$ cat config.mk
export PLATFORM = sky130hd
export DESIGN_NAME = knn_sched_flat
export DESIGN_NICKNAME = d
export VERILOG_FILES = /design/src/rtl/knn_sched_pkg.sv /design/src/rtl/knn_sched_if.sv /design/src/rtl/knn_addr_gen.sv /design/src/rtl/knn_sched.sv /design/src/flat_wrapper.sv
export SDC_FILE = /design/constraint.sdc
export NUM_CORES = 1
export LEC_CHECK = 0
export ABC_AREA = 1
export CAP_MARGIN = 5
export CORE_ASPECT_RATIO = 0.6
export CORE_MARGIN = 2
export CORE_UTILIZATION = 40
export DETAILED_ROUTE_END_ITERATION = 7
export DONT_BUFFER_PORTS = 1
export PLACE_DENSITY = 0.66
export SLEW_MARGIN = 0
export SYNTH_ARGS = -nofsm -noshare
export SYNTH_HDL_FRONTEND = slang
export SYNTH_SLANG_ARGS = --single-unit
$ cat constraint.sdc
create_clock -name clk -period 2.5 [get_ports clk]
set_input_delay 0.625 -clock clk [delete_from_list [all_inputs] [get_ports clk]]
set_output_delay 0.625 -clock clk [all_outputs]
set_load 0.02 [all_outputs]
$ cat src/rtl/knn_sched_pkg.sv
// knn_pkg: definitions shared by the KNN scheduler and the knn core.
//   - default point and label widths, matching the core's defaults
//   - coordinate split of a packed point (x in the upper half, y in the lower half)
//   - scheduler state encoding and the enum built on it
//   - small helpers to pull x/y out of a packed point
package knn_pkg;

  localparam int KNN_DATA_W  = 32;
  localparam int KNN_LABEL_W = 8;

  localparam int X_MSB = 31;
  localparam int X_LSB = 16;
  localparam int Y_MSB = 15;
  localparam int Y_LSB = 0;

  localparam logic [2:0] ST_IDLE  = 3'd0;
  localparam logic [2:0] ST_CLEAR = 3'd1;
  localparam logic [2:0] ST_FETCH = 3'd2;
  localparam logic [2:0] ST_DRAIN = 3'd3;
  localparam logic [2:0] ST_FIN   = 3'd4;

  typedef enum logic [2:0] {
    IDLE  = ST_IDLE,
    CLEAR = ST_CLEAR,
    FETCH = ST_FETCH,
    DRAIN = ST_DRAIN,
    FIN   = ST_FIN
  } sched_state_t;

  function automatic logic [X_MSB-X_LSB:0] point_x(input logic [KNN_DATA_W-1:0] p);
    return p[X_MSB:X_LSB];
  endfunction

  function automatic logic [Y_MSB-Y_LSB:0] point_y(input logic [KNN_DATA_W-1:0] p);
    return p[Y_MSB:Y_LSB];
  endfunction

endpackage

$ cat src/rtl/knn_sched_if.sv
// knn_sched_if: bus between the KNN scheduler, the training memory and the knn core.
//   Memory side : mem_en, mem_addr (scheduler out), mem_data, mem_label (memory out,
//                 valid the cycle after mem_en)
//   Core side   : core_A, core_B, core_label, core_valid, core_start (scheduler out)
// Modports: master = scheduler, slave = memory/core environment.
interface knn_sched_if #(
  parameter int DATA_W = 32,
  parameter int LABEL  = 8,
  parameter int ADDR_W = 10
);

  logic              mem_en;
  logic [ADDR_W-1:0] mem_addr;
  logic [DATA_W-1:0] mem_data;
  logic [LABEL-1:0]  mem_label;
  logic [DATA_W-1:0] core_A;
  logic [DATA_W-1:0] core_B;
  logic [LABEL-1:0]  core_label;
  logic              core_valid;
  logic              core_start;

  modport master (
    output mem_en, mem_addr, core_A, core_B, core_label, core_valid, core_start,
    input  mem_data, mem_label
  );

  modport slave (
    input  mem_en, mem_addr, core_A, core_B, core_label, core_valid, core_start,
    output mem_data, mem_label
  );

endinterface

$ cat src/rtl/knn_addr_gen.sv
// knn_addr_gen: training memory address counter.
//   clk, rst (async, active-low)
//   clear   : force the counter back to 0
//   advance : scheduler is in its fetch phase
//   hold    : stall request; no read is issued and the address holds
//   n_train : number of points in this run (ADDR_W+1 bits so 2^ADDR_W is legal)
//   issue   : a read is issued this cycle (drives mem_en)
//   addr    : read address
//   last    : current address is the final point (n_train-1)
module knn_addr_gen #(
  parameter int ADDR_W = 10
) (
  input  logic              clk,
  input  logic              rst,
  input  logic              clear,
  input  logic              advance,
  input  logic              hold,
  input  logic [ADDR_W:0]   n_train,
  output logic              issue,
  output logic [ADDR_W-1:0] addr,
  output logic              last
);

  localparam logic [ADDR_W:0] ONE = (ADDR_W+1)'(1);

  // One bit wider than the address so a full-depth run never wraps
  // before the terminal compare sees n_train-1.
  logic [ADDR_W:0] cnt;

  assign issue = advance & ~hold;
  assign last  = (cnt == n_train - ONE);
  assign addr  = cnt[ADDR_W-1:0];

  always_ff @(posedge clk or negedge rst) begin
    if (!rst) begin
      cnt <= '0;
    end else if (clear) begin
      cnt <= '0;
    end else if (issue && !last) begin
      cnt <= cnt + ONE;
    end
  end

endmodule

$ cat src/rtl/knn_sched.sv
// knn_sched: sequencer for the KNN distance/list datapath.
// On run it latches the test point, pulses core_start to clear the neighbour
// list, streams n_train training rows from a 1-cycle-latency memory into the
// core (one core_valid per row), waits LIST_LAT cycles for the list to settle
// and pulses done.
// Ports:
//   clk, rst (async, active-low)
//   run, test_point, n_train : request and its arguments, sampled on accept
//   pause                    : fetch stall (only with KNN_SCHED_PAUSE_EN)
//   busy, done               : status; done is a 1-cycle pulse
//   bus                      : knn_sched_if master (memory + core signals)
// Optional feature macro: KNN_SCHED_PAUSE_EN adds the pause input.
module knn_sched
  import knn_pkg::*;
#(
  parameter int DATA_W   = KNN_DATA_W,
  parameter int LABEL    = KNN_LABEL_W,
  parameter int ADDR_W   = 10,
  parameter int LIST_LAT = 2
) (
  input  logic              clk,
  input  logic              rst,
  input  logic              run,
  input  logic [DATA_W-1:0] test_point,
  input  logic [ADDR_W:0]   n_train,
`ifdef KNN_SCHED_PAUSE_EN
  input  logic              pause,
`endif
  output logic              busy,
  output logic              done,
  knn_sched_if.master       bus
);

  localparam int DRAIN_W = $clog2(LIST_LAT + 2);
  // The +1 covers the cycle in which the final read's core_valid is still out.
  localparam logic [DRAIN_W-1:0] DRAIN_LOAD = DRAIN_W'(LIST_LAT + 1);
  localparam logic [DRAIN_W-1:0] DRAIN_ONE  = DRAIN_W'(1);

  sched_state_t       state;
  logic [ADDR_W:0]    n_reg;
  logic [DRAIN_W-1:0] drain_cnt;
  logic [DATA_W-1:0]  core_a_q;
  logic               core_start_q;
  logic               en_d;
  logic               stall;
  logic               issue;
  logic               last;
  logic [ADDR_W-1:0]  addr;

`ifdef KNN_SCHED_PAUSE_EN
  assign stall = pause;
`else
  assign stall = 1'b0;
`endif

  knn_addr_gen #(.ADDR_W(ADDR_W)) u_addr_gen (
    .clk     (clk),
    .rst     (rst),
    .clear   (state == IDLE),
    .advance (state == FETCH),
    .hold    (stall),
    .n_train (n_reg),
    .issue   (issue),
    .addr    (addr),
    .last    (last)
  );

  // Memory data arrives one cycle after the read, so core_valid is the
  // delayed read enable; B/label are gated to stay 0 outside valid cycles.
  assign bus.mem_en     = issue;
  assign bus.mem_addr   = addr;
  assign bus.core_A     = core_a_q;
  assign bus.core_start = core_start_q;
  assign bus.core_valid = en_d;
  assign bus.core_B     = en_d ? bus.mem_data  : '0;
  assign bus.core_label = en_d ? bus.mem_label : '0;

  always_ff @(posedge clk or negedge rst) begin
    if (!rst) begin
      state        <= IDLE;
      busy         <= 1'b0;
      done         <= 1'b0;
      core_start_q <= 1'b0;
      core_a_q     <= '0;
      n_reg        <= '0;
      drain_cnt    <= '0;
      en_d         <= 1'b0;
    end else begin
      en_d         <= issue;
      core_start_q <= 1'b0;
      done         <= 1'b0;
      case (state)
        IDLE: begin
          if (run) begin
            core_a_q     <= test_point;
            n_reg        <= n_train;
            busy         <= 1'b1;
            core_start_q <= 1'b1;
            state        <= CLEAR;
          end
        end
        CLEAR: begin
          if (n_reg == '0) begin
            drain_cnt <= DRAIN_LOAD;
            state     <= DRAIN;
          end else begin
            state <= FETCH;
          end
        end
        FETCH: begin
          if (issue && last) begin
            drain_cnt <= DRAIN_LOAD;
            state     <= DRAIN;
          end
        end
        DRAIN: begin
          if (drain_cnt == '0) begin
            done  <= 1'b1;
            busy  <= 1'b0;
            state <= FIN;
          end else begin
            drain_cnt <= drain_cnt - DRAIN_ONE;
          end
        end
        FIN: begin
          state <= IDLE;
        end
        default: begin
          state <= IDLE;
        end
      endcase
    end
  end

endmodule

$ cat src/flat_wrapper.sv
// flat-port wrapper written by rule: the top's interface ports become plain ports
module knn_sched_flat import knn_pkg::*;
#(
  parameter int DATA_W   = KNN_DATA_W,
  parameter int LABEL    = KNN_LABEL_W,
  parameter int ADDR_W   = 10,
  parameter int LIST_LAT = 2
)
  (clk, rst, run, test_point, n_train, busy, done, bus_mem_en, bus_mem_addr, bus_core_A, bus_core_B, bus_core_label, bus_core_valid, bus_core_start, bus_mem_data, bus_mem_label);
  knn_sched_if #(.DATA_W(DATA_W), .LABEL(LABEL), .ADDR_W(ADDR_W)) bus_i ();
  input  logic clk;
  input  logic rst;
  input  logic run;
  input  logic [DATA_W-1:0] test_point;
  input  logic [ADDR_W:0] n_train;
  output logic busy;
  output logic done;
  output wire logic [$bits(bus_i.mem_en)-1:0] bus_mem_en;
  output wire logic [$bits(bus_i.mem_addr)-1:0] bus_mem_addr;
  output wire logic [$bits(bus_i.core_A)-1:0] bus_core_A;
  output wire logic [$bits(bus_i.core_B)-1:0] bus_core_B;
  output wire logic [$bits(bus_i.core_label)-1:0] bus_core_label;
  output wire logic [$bits(bus_i.core_valid)-1:0] bus_core_valid;
  output wire logic [$bits(bus_i.core_start)-1:0] bus_core_start;
  input wire logic [$bits(bus_i.mem_data)-1:0] bus_mem_data;
  input wire logic [$bits(bus_i.mem_label)-1:0] bus_mem_label;
  assign bus_mem_en = bus_i.mem_en;
  assign bus_mem_addr = bus_i.mem_addr;
  assign bus_core_A = bus_i.core_A;
  assign bus_core_B = bus_i.core_B;
  assign bus_core_label = bus_i.core_label;
  assign bus_core_valid = bus_i.core_valid;
  assign bus_core_start = bus_i.core_start;
  assign bus_i.mem_data = bus_mem_data;
  assign bus_i.mem_label = bus_mem_label;
  knn_sched #(.DATA_W(DATA_W), .LABEL(LABEL), .ADDR_W(ADDR_W), .LIST_LAT(LIST_LAT)) u_core (.clk(clk), .rst(rst), .run(run), .test_point(test_point), .n_train(n_train), .busy(busy), .done(done), .bus(bus_i));
endmodule
* After elaboration in Yosys (flattened, before gate mapping)
Cells that the tools add are included.
** Word-level totals
- Register bits :: 63
- Logic and storage cells :: 54
- Bits of input ports :: 86
** Cells by class
- Mux-type cells :: 20
- Equality and inequality tests :: 9
- Add/subtract/negate cells :: 3
- Reduce and logical (&&, ||, !) cells :: 13
** Operators by type and width (number)
- 32-bit 2-to-1 mux :: 1
- 11-bit 2-to-1 mux :: 2
- 3-bit case mux with 4 select lines :: 1
- 11-bit by 1-bit adder with 11-bit output (second input constant) :: 1
- 11-bit equality test :: 1
- 11-bit logical NOT :: 1
- 11-bit by 1-bit subtractor with 11-bit output (second input constant) :: 1
- 3-bit 2-to-1 mux :: 3
- 8-bit 2-to-1 mux :: 1
- 1-bit 2-to-1 mux :: 7
- 3-bit by 2-bit equality test with 1-bit output (second input constant) :: 2
- 2-bit 2-to-1 mux :: 3
- 2-bit inequality test (second input constant) :: 3
- 2-bit case mux with 3 select lines :: 1
- 3-bit AND reduction :: 2
- 2-bit by 1-bit inequality test with 1-bit output (second input constant) :: 2
- 4-bit AND reduction :: 1
- 2-bit nonzero test :: 2
- 3-bit by 1-bit equality test with 1-bit output (second input constant) :: 1
- 3-bit logical NOT :: 1
- 3-bit nonzero test :: 1
- 1-bit logical AND :: 2
- 2-bit logical NOT :: 1
- 1-bit case mux with 2 select lines :: 1
- other kinds (3) :: 3

* Logic depth before layout (Yosys ltp)
Gate-level depths: netlist of the first run.
- Depth after elaboration :: 6
- Mapped depth :: 15
- Gate-level depth less buffers :: 15

* By module
Synthesis of the first run repeated with hierarchy kept, for this count alone.
** Second synthesis, totals
- Cells, all modules :: 521
- Area total of the unflattened synthesis :: 3702.3 um^2
** Modules (own cells, without submodules)
- knn_sched :: area an instance 2483.6 um^2, cells each 333, times used 1
- knn_addr_gen :: area an instance 1218.7 um^2, cells each 188, times used 1

* Worst setup path after synthesis of the first run
Ideal clock, no wire load.
- Path kind :: reg-to-reg
- Start point :: reg u_core.n_reg[0]
- End point :: reg u_core.state[0]
- Path buffers :: 1
- Cell stages (with the launch flop) :: 16
- Path slack :: 0.656 ns
- Library setup time :: 0.065 ns
- Clock period less this slack :: 1.844 ns
- Arrival time :: 1.779 ns
- Cell sequence :: dfrtp_1 inv_2 ha_1 inv_1 nand2_1 nand2_1 nand2_1 nand2_1 nor2_1 nand3_2 nor2_4 nand3_4 nand2_8 buf_12 nand3_2 nand2_1
** On the way
- Longest elaborated chain between the ends :: 5
- Elaborated cells on any way between the ends :: 8
- Those cells by class :: add/sub: 1; eq/ne: 2; mux: 2; reduce/logical: 3
** Ends and longest elaborated chain
- start, declared :: RTL line knn_sched.sv:40 : logic [ADDR_W:0] n_reg;
- start signal, assigned :: RTL line knn_sched.sv:96 : n_reg <= n_train;
- 11-bit by 1-bit subtractor with 11-bit output :: RTL line knn_addr_gen.sv:31 : assign last = (cnt == n_train - ONE);
- 11-bit equality test :: RTL line knn_addr_gen.sv:31
- 1-bit logical AND :: RTL line knn_sched.sv:111 : if (issue && last) begin
- 2-bit inequality test (no source line)
- 3-bit AND reduction (no source line)
- end signal, assigned :: RTL line knn_sched.sv:107 : state <= FETCH;
- end signal, assigned :: RTL line knn_sched.sv:113 : state <= DRAIN;
- end signal, assigned :: RTL line knn_sched.sv:120 : state <= FIN;
- end, declared :: RTL line knn_sched.sv:39 : sched_state_t state;
Several ways; a longest one is shown, not always the timed one.
A chain may end at the register's enable or synchronous reset.

* Worst setup path in the final report of the first run
- Start point :: reg u_core.state[1]
- End point :: out bus_mem_en
** On the way
- Longest elaborated chain between the ends :: 1
** Ends and longest elaborated chain
- start signal, assigned :: RTL line knn_sched.sv:80 : state <= IDLE;
- start signal, assigned :: RTL line knn_sched.sv:99 : state <= CLEAR;
- start signal, assigned :: RTL line knn_sched.sv:105 : state <= DRAIN;
- 3-bit by 2-bit equality test with 1-bit output :: RTL line knn_sched.sv:60 : .advance (state == FETCH),
- end, declared :: RTL line flat_wrapper.sv:18 : output wire logic [$bits(bus_i.mem_en)-1:0] bus_mem_en;
Every way passes these cells.

==> results of run 1 <==
-- area by class of cell --
cell class / count / area, um2
Sequential cell: 63 / 1577
Clock buffer: 10 / 239.0
Clock inverter: 6 / 43.79
Multi-Input combinational cell: 339 / 1637
Inverter: 81 / 304.0
Tap cell: 116 / 145.1
Timing Repair Buffer: 9 / 87.58
Fill cell: 888 / 5021
-- logic make-up after synthesis --
family          Yosys count  share of synthesized area [%]
buf+inv                 109                          12.71
flops                    63                          42.83
simple gates            308                          37.46
xor+xnor                 15                          3.943
compound gates           12                          1.700
fa+ha+maj                 4                          1.360
-- worst max path at each step --
stage,endpoint,slack [ns],cells after the start
after floorplan,u_core.state[0],0.66,15
after global placement,u_core.drain_cnt[0],0.49,15
after detailed placement,u_core.drain_cnt[0],0.38,15
after CTS,bus_mem_en,0.18,3
after global routing,bus_mem_en,0.03,3
final,bus_mem_en,0.14,3
-- layer usage --
metal  wire (um)  vias up  GRT usage [%]
met1        4221     1413          25.58
met3         917       10          9.066
li1            -     1495              -
met5           0        -              0
met4          78        0          4.505
met2        3412      120          23.42
-- worst max-delay path: cells and delay by family, from the launching register on --
family	cells	cell delay, ns
simple gates	1	0.33
buf+inv	2	0.41
flops	1	0.65
-- placed cells by master, fill, tap and decap left out, types with 2 or more instances in the layout --
| master | instances |
|---|---|
| nand2_1 | 229 |
| inv_1 | 75 |
| dfrtp_1 | 63 |
| nor2_1 | 24 |
| nand3_1 | 15 |
| xor2_1 | 12 |
| nand3_2 | 11 |
| nand4_1 | 11 |
| o21ai_0 | 9 |
| clkbuf_16 | 9 |
| buf_4 | 8 |
| nor2_4 | 6 |
| inv_2 | 6 |
| ha_1 | 4 |
| nor3_1 | 3 |
| nand2_2 | 3 |
| nor2_2 | 2 |
| nand3_4 | 2 |
| xnor2_1 | 2 |
| a21oi_1 | 2 |
| clkinv_2 | 2 |
| clkinv_4 | 2 |
-- per-stage QoR --
stage          area, um2  worst slack (ns)  std cells
6_report            4033            0.1449        624
5_1_grt             4033           0.03180        624
4_1_cts             4033            0.1796        624
3_5_place_dp        3722            0.3776        607
3_3_place_gp        3722            0.4903        607
2_1_floorplan       3681            0.6558        511
-- where the power goes --
part | leakage (nW) | switching [mW] | total, mW | internal, mW
sequential | 0.824 | 0 | 1.02 | 1.02
clock | 0.139 | 0.456 | 1.16 | 0.700
combinational | 1.41 | 0.0856 | 0.103 | 0.0171
total | 2.38 | 0.541 | 2.28 | 1.74
-- repair_timing --
| action | in CTS | in global routing |
|---|---|---|
| hold buffers | 1 | 0 |
| endpoints found under the hold margin | 63 | 0 |
| buffers inserted | 0 | 0 |
==> summary.txt, run 1 <==
STA
  – RSZ-0062 raised after global routing: no
  – Final Setup Violations: 0
  – Hold slack final: 0.1597 ns
  – Max_slew headroom: 63.34%
  – Final Hold Vio Count: 0
  – Final min period: 2.355 ns
  – Final setup TNS: 0 ns
  – Fin crit share: between 90% and 100%
  – Final slew viol count: 0
  – Clock skew: 0.008523 ns
  – Fmax: 424.6 MHz
  – Least-Margin Pin Slew: 0.5493 ns

Power and ir drop
  – Worst vdd ir: between 0.3 and 0.4 mV
  – Pwr Total: 2.278 mW
  – Leak pwr: 2.377 nW
  – Pwr/cell area: approximately 560 mW/mm2

Floorplanning
  – Die area: roughly 0.010 mm2
  – Boundary pin count: 173
  – Die width: 127.8 um
  – Core footprint: 0.009054 mm2
  – Initial Util: 40.66%
  – Rows: 27
  – Die Ht: 78.31 um

Clock tree
  – CTS tree: done
  – Clock root cell: clkbuf_16
  – Clock Pin Slew Worst Setup and Hold Paths: 0.06 ns
  – CTS max path bufs: 2
  – # H-tree levels: 3
  – TritonCTS Sinks: 63
  – CTS resizes: 0
  – Worst skew pair latency: 0.33 ns
  – CTS buffer count: 9

Route
  – TritonRoute pass-1 iters: 5
  – Via count: 3,038
  – Post-route ant nets: 0
  – Overall routed net length: 8.630 mm
  – DR iter-0 viols: approximately 230
  – Drt drc: 0
  – DR WL/cell: 13.83 um
  – Via density: approximately 4.9

Global route
  – Initial antenna violation count: 0
  – First-pass GRT wire length: 13.95 mm
  – Largest net degree at the start of global routing: 64
  – Total global-route track usage: 17.82%
  – Total grt overflow: 0
  – Via count of the first global-routing pass: 2,824

Synth
  – Synth cell types: 27
  – Area fraction of the dominant cell type after synthesis: 42.83%
  – Post-synth ARST share: 100.0%
  – Main flop type after synthesis: dfrtp_1
  – Cells after Synth: between 500 and 600
  – Syn Nets: 601
  – Leading area contributor after synthesis: dfrtp_1
  – Number of synthesized register bits: 63
  – Mapped Area: 0.003681 mm2
  – Syn avg cell area: 7.204 um2
  – Top-count cell post-synth: nand2_1
  – Ys Warns: 0
  – Top post-synthesis cells by area: dfrtp_1, nand2_1, inv_1, nand3_2, xor2_1
  – Sequential area share after synthesis: between 40% and 50%
  – Number of synthesized flops with an enable pin: 0
  – Most instantiated cells after synthesis: nand2_1, inv_1, dfrtp_1

Worst setup path
  – Worst path cell trace: inv_1 -> nor2_2 -> buf_4
  – Worst Setup SP: u_core.state[1]
  – Slowest-stage cell, CP: dfrtp_1
  – R2R setup slack: 0.37 ns
  – Arr. time, crit path: 1.73 ns
  – RR Endpoint: u_core.drain_cnt[0]
  – R2R depth: 15
  – Critical Path End Type: output pin
  – Crit path required time: 1.88 ns
  – Crit path launch type: flop
  – Critical path fanouts, max: 14
  – RR Startpoint: u_core.n_reg[1]
  – Kind of critical path: flop to output pin
  – Slowest cell delay on critical path: 0.65 ns

Placement
  – HPWL Detailed: 6.632 mm
  – Gpl congestion: 0.9288
  – Number of port buffers: 0

Cells and area
  – Util after Layout: 44.54%
  – Area growth syn-to-layout: 9.551%
  – Fraction of layout cells with a size suffix above 1: 11.02%
  – Max FFs per register: 32
  – # diodes: 0
  – Final Net Count: slightly below 600

Run
  – Max_cap viols: 0

Run status
  – Outcome: complete, no violations

Worst hold path
  – Worst hold path type: input port to async pin
Note: power is estimated with default switching activity, not from simulation.
==> inputs of run 2 (changes only) <==
--- a/config.mk
+++ b/config.mk
@@ -6,7 +6,7 @@
 export NUM_CORES = 1
 export LEC_CHECK = 0
 export ABC_AREA = 1
-export CAP_MARGIN = 5
+export CAP_MARGIN = 20
 export CORE_ASPECT_RATIO = 0.6
 export CORE_MARGIN = 2
 export CORE_UTILIZATION = 40
==> results of run 2 <==
No change in the layout: final DEF, timing and power equal those of run 1.
